--- src/rtl/violation_ascii_pkg.sv ---
// Shared definitions for the violation ASCII streamer: the character
// constants it emits, the message FSM states and the nibble-to-hex helper.
package violation_ascii_pkg;

    localparam logic [7:0] CHAR_R  = 8'h52;
    localparam logic [7:0] CHAR_P  = 8'h50;
    localparam logic [7:0] CHAR_B  = 8'h42;
    localparam logic [7:0] CHAR_X  = 8'h58;
    localparam logic [7:0] CHAR_NL = 8'h0A;

    typedef enum logic [2:0] {
        IDLE,
        CHAR,
        HEX_HI,
        HEX_LO,
        NL
    } state_e;

    // Uppercase hex digit for one nibble: 0..9 -> '0'..'9', A..F -> 'A'..'F'.
    function automatic logic [7:0] nibbleToHex(input logic [3:0] nib);
        logic [7:0] wide;
        wide = {4'h0, nib};
        if (nib < 4'd10) begin
            return 8'h30 + wide;
        end
        return 8'h37 + wide;
    endfunction

endpackage

--- src/rtl/viol_code_fifo.sv ---
// Small synchronous FIFO holding pending violation codes. Pointers carry one
// extra wrap bit so full and empty can be told apart without a counter.
module viol_code_fifo #(
    parameter int CODE_W = 2,
    parameter int DEPTH  = 4
) (
    input  logic              clk,
    input  logic              rst_n,
    input  logic              push_i,
    input  logic [CODE_W-1:0] data_i,
    input  logic              pop_i,
    output logic [CODE_W-1:0] data_o,
    output logic              full_o,
    output logic              empty_o
);

    localparam int AW = $clog2(DEPTH);
    localparam logic [AW:0] PTR_ONE = {{AW{1'b0}}, 1'b1};

    logic [AW:0]       wrPtr_q;
    logic [AW:0]       rdPtr_q;
    logic [CODE_W-1:0] mem_q [DEPTH];
    logic              pushEn;
    logic              popEn;

    assign empty_o = (wrPtr_q == rdPtr_q);
    assign full_o  = (wrPtr_q[AW] != rdPtr_q[AW]) &&
                     (wrPtr_q[AW-1:0] == rdPtr_q[AW-1:0]);
    assign pushEn  = push_i && !full_o;
    assign popEn   = pop_i && !empty_o;
    assign data_o  = mem_q[rdPtr_q[AW-1:0]];

    // Pointer registers; a simultaneous push and pop both advance.
    always_ff @(posedge clk) begin
        if (!rst_n) begin
            wrPtr_q <= '0;
            rdPtr_q <= '0;
        end else begin
            if (pushEn) begin
                wrPtr_q <= wrPtr_q + PTR_ONE;
            end
            if (popEn) begin
                rdPtr_q <= rdPtr_q + PTR_ONE;
            end
        end
    end

    // Storage write; contents need no reset because empty masks them.
    always_ff @(posedge clk) begin
        if (pushEn) begin
            mem_q[wrPtr_q[AW-1:0]] <= data_i;
        end
    end

endmodule

--- src/rtl/violation_ascii_streamer.sv ---
// Buffers violation codes and streams each one out as a short ASCII message
// (R/P/B for legacy codes, X plus two hex digits otherwise, optional newline).
module violation_ascii_streamer
    import violation_ascii_pkg::*;
#(
    parameter int CODE_W    = 2,
    parameter int DEPTH     = 4,
    parameter int APPEND_NL = 1,
    parameter int CNT_W     = 8
) (
    input  logic              clk,
    input  logic              rst_n,
    input  logic              in_valid,
    output logic              in_ready,
    input  logic [CODE_W-1:0] code_in,
    output logic              out_valid,
    input  logic              out_ready,
    output logic [7:0]        ascii_out,
    output logic              busy,
    output logic [CNT_W-1:0]  msg_cnt
);

    localparam logic [CNT_W-1:0] CNT_ONE = {{(CNT_W-1){1'b0}}, 1'b1};

    state_e            state_q;
    state_e            state_d;
    logic [CODE_W-1:0] code_q;
    logic [CODE_W-1:0] code_d;
    logic [CNT_W-1:0]  msgCnt_q;
    logic [CNT_W-1:0]  msgCnt_d;

    logic              fifoFull;
    logic              fifoEmpty;
    logic              fifoPush;
    logic              fifoPop;
    logic [CODE_W-1:0] fifoData;
    logic [7:0]        codeByte;
    logic              xfer;
    logic              msgDone;

    assign in_ready  = !fifoFull;
    assign fifoPush  = in_valid && (code_in != '0);
    assign codeByte  = 8'(code_q);
    assign out_valid = (state_q != IDLE);
    assign xfer      = out_valid && out_ready;
    assign busy      = (state_q != IDLE) || !fifoEmpty;
    assign msg_cnt   = msgCnt_q;

    viol_code_fifo #(
        .CODE_W (CODE_W),
        .DEPTH  (DEPTH)
    ) u_fifo (
        .clk     (clk),
        .rst_n   (rst_n),
        .push_i  (fifoPush),
        .data_i  (code_in),
        .pop_i   (fifoPop),
        .data_o  (fifoData),
        .full_o  (fifoFull),
        .empty_o (fifoEmpty)
    );

    // State, latched code and message counter registers.
    always_ff @(posedge clk) begin
        if (!rst_n) begin
            state_q  <= IDLE;
            code_q   <= '0;
            msgCnt_q <= '0;
        end else begin
            state_q  <= state_d;
            code_q   <= code_d;
            msgCnt_q <= msgCnt_d;
        end
    end

    // Message sequencing and byte selection; the byte depends only on
    // registered state so it holds steady while the sink stalls.
    always_comb begin
        state_d   = state_q;
        code_d    = code_q;
        msgCnt_d  = msgCnt_q;
        fifoPop   = 1'b0;
        msgDone   = 1'b0;
        ascii_out = 8'h00;

        case (state_q)
            IDLE: begin
                if (!fifoEmpty) begin
                    fifoPop = 1'b1;
                    code_d  = fifoData;
                    state_d = CHAR;
                end
            end
            CHAR: begin
                case (codeByte)
                    8'd1:    ascii_out = CHAR_R;
                    8'd2:    ascii_out = CHAR_P;
                    8'd3:    ascii_out = CHAR_B;
                    default: ascii_out = CHAR_X;
                endcase
                if (xfer) begin
                    if (codeByte >= 8'd4) begin
                        state_d = HEX_HI;
                    end else if (APPEND_NL != 0) begin
                        state_d = NL;
                    end else begin
                        msgDone = 1'b1;
                    end
                end
            end
            HEX_HI: begin
                ascii_out = nibbleToHex(codeByte[7:4]);
                if (xfer) begin
                    state_d = HEX_LO;
                end
            end
            HEX_LO: begin
                ascii_out = nibbleToHex(codeByte[3:0]);
                if (xfer) begin
                    if (APPEND_NL != 0) begin
                        state_d = NL;
                    end else begin
                        msgDone = 1'b1;
                    end
                end
            end
            NL: begin
                ascii_out = CHAR_NL;
                if (xfer) begin
                    msgDone = 1'b1;
                end
            end
            default: begin
                state_d = IDLE;
            end
        endcase

        if (msgDone) begin
            if (msgCnt_q != '1) begin
                msgCnt_d = msgCnt_q + CNT_ONE;
            end
            if (!fifoEmpty) begin
                fifoPop = 1'b1;
                code_d  = fifoData;
                state_d = CHAR;
            end else begin
                state_d = IDLE;
            end
        end
    end

endmodule

--- config.mk ---
export PLATFORM = sky130hd
export DESIGN_NAME = violation_ascii_streamer
export DESIGN_NICKNAME = d
export VERILOG_FILES = /design/src/rtl/violation_ascii_pkg.sv /design/src/rtl/viol_code_fifo.sv /design/src/rtl/violation_ascii_streamer.sv
export SDC_FILE = /design/constraint.sdc
export NUM_CORES = 1
export LEC_CHECK = 0
export CORE_MARGIN = 1
export CORE_UTILIZATION = 47
export DETAILED_ROUTE_END_ITERATION = 8
export HOLD_SLACK_MARGIN = 0.06
export PLACE_DENSITY = 0.79
export SETUP_SLACK_MARGIN = 0.3
export SLEW_MARGIN = 20
export SYNTH_ARGS = -nofsm -noshare
export SYNTH_HDL_FRONTEND = slang
export SYNTH_SLANG_ARGS = --single-unit
--- constraint.sdc ---
create_clock -name clk -period 1.5 [get_ports clk]
set_input_delay 0.225 -clock clk [delete_from_list [all_inputs] [get_ports clk]]
set_output_delay 0.225 -clock clk [all_outputs]
set_load 0.02 [all_outputs]
==> results.py <==
metrics = {
    "setup_path": {
        "cp-end-kind": "output pin",
        "worstSetupStartpoint": "state_q[0]",
        "path_class": "register to output pin",
        "cp_max_fo": 2,
        "rr_startpoint": "u_fifo.wrPtr_q[0]",
        "crit_arrival_ps": 1620,
        "crit_path_start_kind": "register",
        "required_ps": 1270,
    },
    "die": {
        "rows": 19,
        "pin_count": 25,
        "start_util_pct": 51.1,
        "die_x_um": 57.7,
        "die_h_um": 57.7,
        "dieArea_um2": 3330,
        "core_area_um2": 2850,
    },
    "clock_tree": {
        "hold_buffers": 0,
        "cts-root-buf": "clkbuf_4",
        "numClockSinks": 29,
        "clock_latency_ps": 320,
        "clk_pin_slew_worst_paths_ps": 90,
        "cts.path.max_buffers": 2,
        "cts_tree": "built",
        "cts_buffers": 5,
        "h-tree-depth": 2,
    },
    "place": {
        "placed_cells_incl_taps": 215,
        "preCtsSetupSlack_ps": -365,
        "gp_congestion": 0.803,
        "portBuffers": 22,
        "dp_hpwl_mm": 2.46,
    },
    "global_routing": {
        "gr-usage-all-layers_pct": 23.2,
        "grt_pass1_wl_mm": 5.69,
        "grt_pass1_vias": 1200,
        "antenna_found_initial": 0,
        "grt_max_degree": 12,
        "grt-ovfl-total": 0,
    },
    "yosys": {
        "syn_avg_cell_area_um2": 9.98,
        "synth.distinct_cells": 37,
        "yosysWarningCount": 0,
        "ys_seq_elements": 29,
        "yosysSeqAreaShare_pct": 45.4,
        "synth_edf_count": 8,
        "async_reset_ff_share_pct": 0,
        "syn_area_um2": 1460,
        "synth_ff_type": "dfxtp_1",
        "syn-instance-count": 146,
    },
    "timing": {
        "finClkSkew_ps": 7.92,
        "fin_crit_sh_pct": 123,
        "hold_viol": 0,
        "fin_crit_ps": 1840,
        "whs_ps": 487,
        "grt_setup_unrepaired": "yes",
        "max_freq_mhz": 543,
        "setup_ws_ps": -341,
        "finalSetupViolCount": 20,
        "tns_ps": -1240,
        "slew_viol_final": 0,
    },
    "drt": {
        "vias": 1311,
        "via_per_inst": 5.70,
        "antenna_left": 0,
        "drtIter0Drc": 65,
        "routedWlPerCell_um": 17.1,
        "drt_drc_violations_left": 3,
        "drt_pass1_iterations": 6,
        "drt-total-wl_mm": 3.93,
    },
    "pwr": {
        "seqPwrFrac_pct": 35.4,
        "power.switching_mw": 1.00,
        "power_frac_comb_pct": 43.7,
        "p_leak_nw": 0.930,
        "clockPowerShare_pct": 20.9,
        "power.density_nw_per_um2": 1280,
        "ir_drop_mv": 0.737,
        "p_int_mw": 1.86,
        "p_sw_share_pct": 34.9,
    },
    "final_layout": {
        "area_growth_syn_to_layout_pct": 53.4,
        "antennaDiodeCount": 0,
        "finish.utilization_pct": 78.3,
        "drive_above_1_share_pct": 54.3,
        "nets": 210,
        "finalNonFillerCells": 230,
    },
    "hold_path": {
        "hold_class": "register to register",
        "worstHoldStart": "code_q[1]",
    },
    "status": {
        "status": "complete, but fails checks",
        "failed_checks": "design-rule violations, negative setup slack",
    },
    "job": {
        "maxCapViolations": 0,
    },
}
[metrics by stage]
step	area (µm²)	power, mW
global route	2230	3.00
CTS	2140	2.75
floorplan	1590	1.64
global placement	1960	1.98
detailed placement	1960	2.02
finish	2230	2.86
[layout by cell type (no fill, tap or decap), drive strengths merged]
cell / instances
nand2b: 1
buf: 44
nand2: 6
conb: 2
nor2b: 4
nor2: 14
nand4: 5
o2111a: 1
dlygate4sd2: 1
o311ai: 1
nor3b: 1
clkdlybuf4s50: 5
and3: 6
a21o: 2
xor2: 5
edfxtp: 8
xnor2: 3
a21oi: 8
or3: 4
o21ai: 8
clkbuf: 8
o21a: 1
dfxtp: 21
or4: 1
nand4bb: 1
and4bb: 1
a31oi: 2
mux4: 2
nor3: 2
ha: 6
nand3: 7
o31ai: 2
mux2i: 2
inv: 6
and2: 7
o31a: 1
[final timing paths]
kind                       end  slack, ps  cells past startpoint
max                       busy       -340                      3
min                  code_q[1]        490                      2
max reg2reg  u_fifo.rdPtr_q[1]        -60                      7
min reg2reg          code_q[1]        490                      2
[area by class of cell]
type / count / area [µm²]
clock buffer: 8 / 80.1
fill: 191 / 619
inverter: 6 / 22.5
multi-input combinational: 106 / 965
sequential: 29 / 698
tap: 31 / 38.8
timing repair buffer: 50 / 429
[registers in the layout (all words and copies together) (netlist names), named ones only]
name,flops
u_fifo.mem_q,8
u_fifo.wrPtr_q,3
state_q,3
u_fifo.rdPtr_q,3
msg_cnt,8
code_q,2
[synthesized netlist by cell type (4+ instances only)]
| master | instances | area (µm²) |
|---|---|---|
| edfxtp_1 | 8 | 240 |
| ha_1 | 6 | 75.1 |
| nand2_1 | 6 | 22.5 |
| a21oi_1 | 8 | 40.0 |
| nor2b_1 | 4 | 25.0 |
| nand3_1 | 7 | 35.0 |
| and2_1 | 7 | 43.8 |
| o21ai_0 | 8 | 40.0 |
| nor2_1 | 14 | 52.6 |
| inv_1 | 6 | 22.5 |
| nand4_1 | 5 | 31.3 |
| and3_1 | 6 | 37.5 |
| dfxtp_1 | 21 | 420 |
[metal layers]
metal,vias to the layer above,track usage (%),wire length (µm)
li1,625,-,-
met1,636,28.6,1660
met2,38,40.5,2030
met3,12,5.36,159
met4,0,7.14,76
met5,-,0,0
[power by group through the flow]
| stage | clock [mW] | sequential, mW | combinational [mW] |
|---|---|---|---|
| after floorplan | 0 | 1.01 | 0.622 |
| after global routing | 0.645 | 1.03 | 1.33 |
| after CTS | 0.609 | 1.00 | 1.14 |
| final | 0.599 | 1.01 | 1.25 |
| after global placement | 0 | 1.00 | 0.980 |
| after detailed placement | 0 | 1.01 | 1.01 |
[critical path: stages, from the launching register on]
cell and delay, ps:
dfxtp_2 330, or3_4 380, or4_4 430, buf_6 150
[cell families after synthesis]
family / count (synthesis) / share of synthesized area (%)
fa+ha+maj: 6 / 5.15
xor+xnor: 8 / 5.84
simple gates: 60 / 22.9
compound gates: 26 / 12.1
mux: 4 / 4.47
flops: 29 / 45.4
buf+inv: 12 / 3.95
other cells: 1 / 0.257
[timing repair]
item                                    CTS  global route
buffers inserted                          3             4
hold endpoints to repair                  0             0
gates resized for setup                 106            17
endpoints found under the setup margin   44            38
pin swaps                                 6             3
Note: power is estimated with default switching activity, not from simulation.
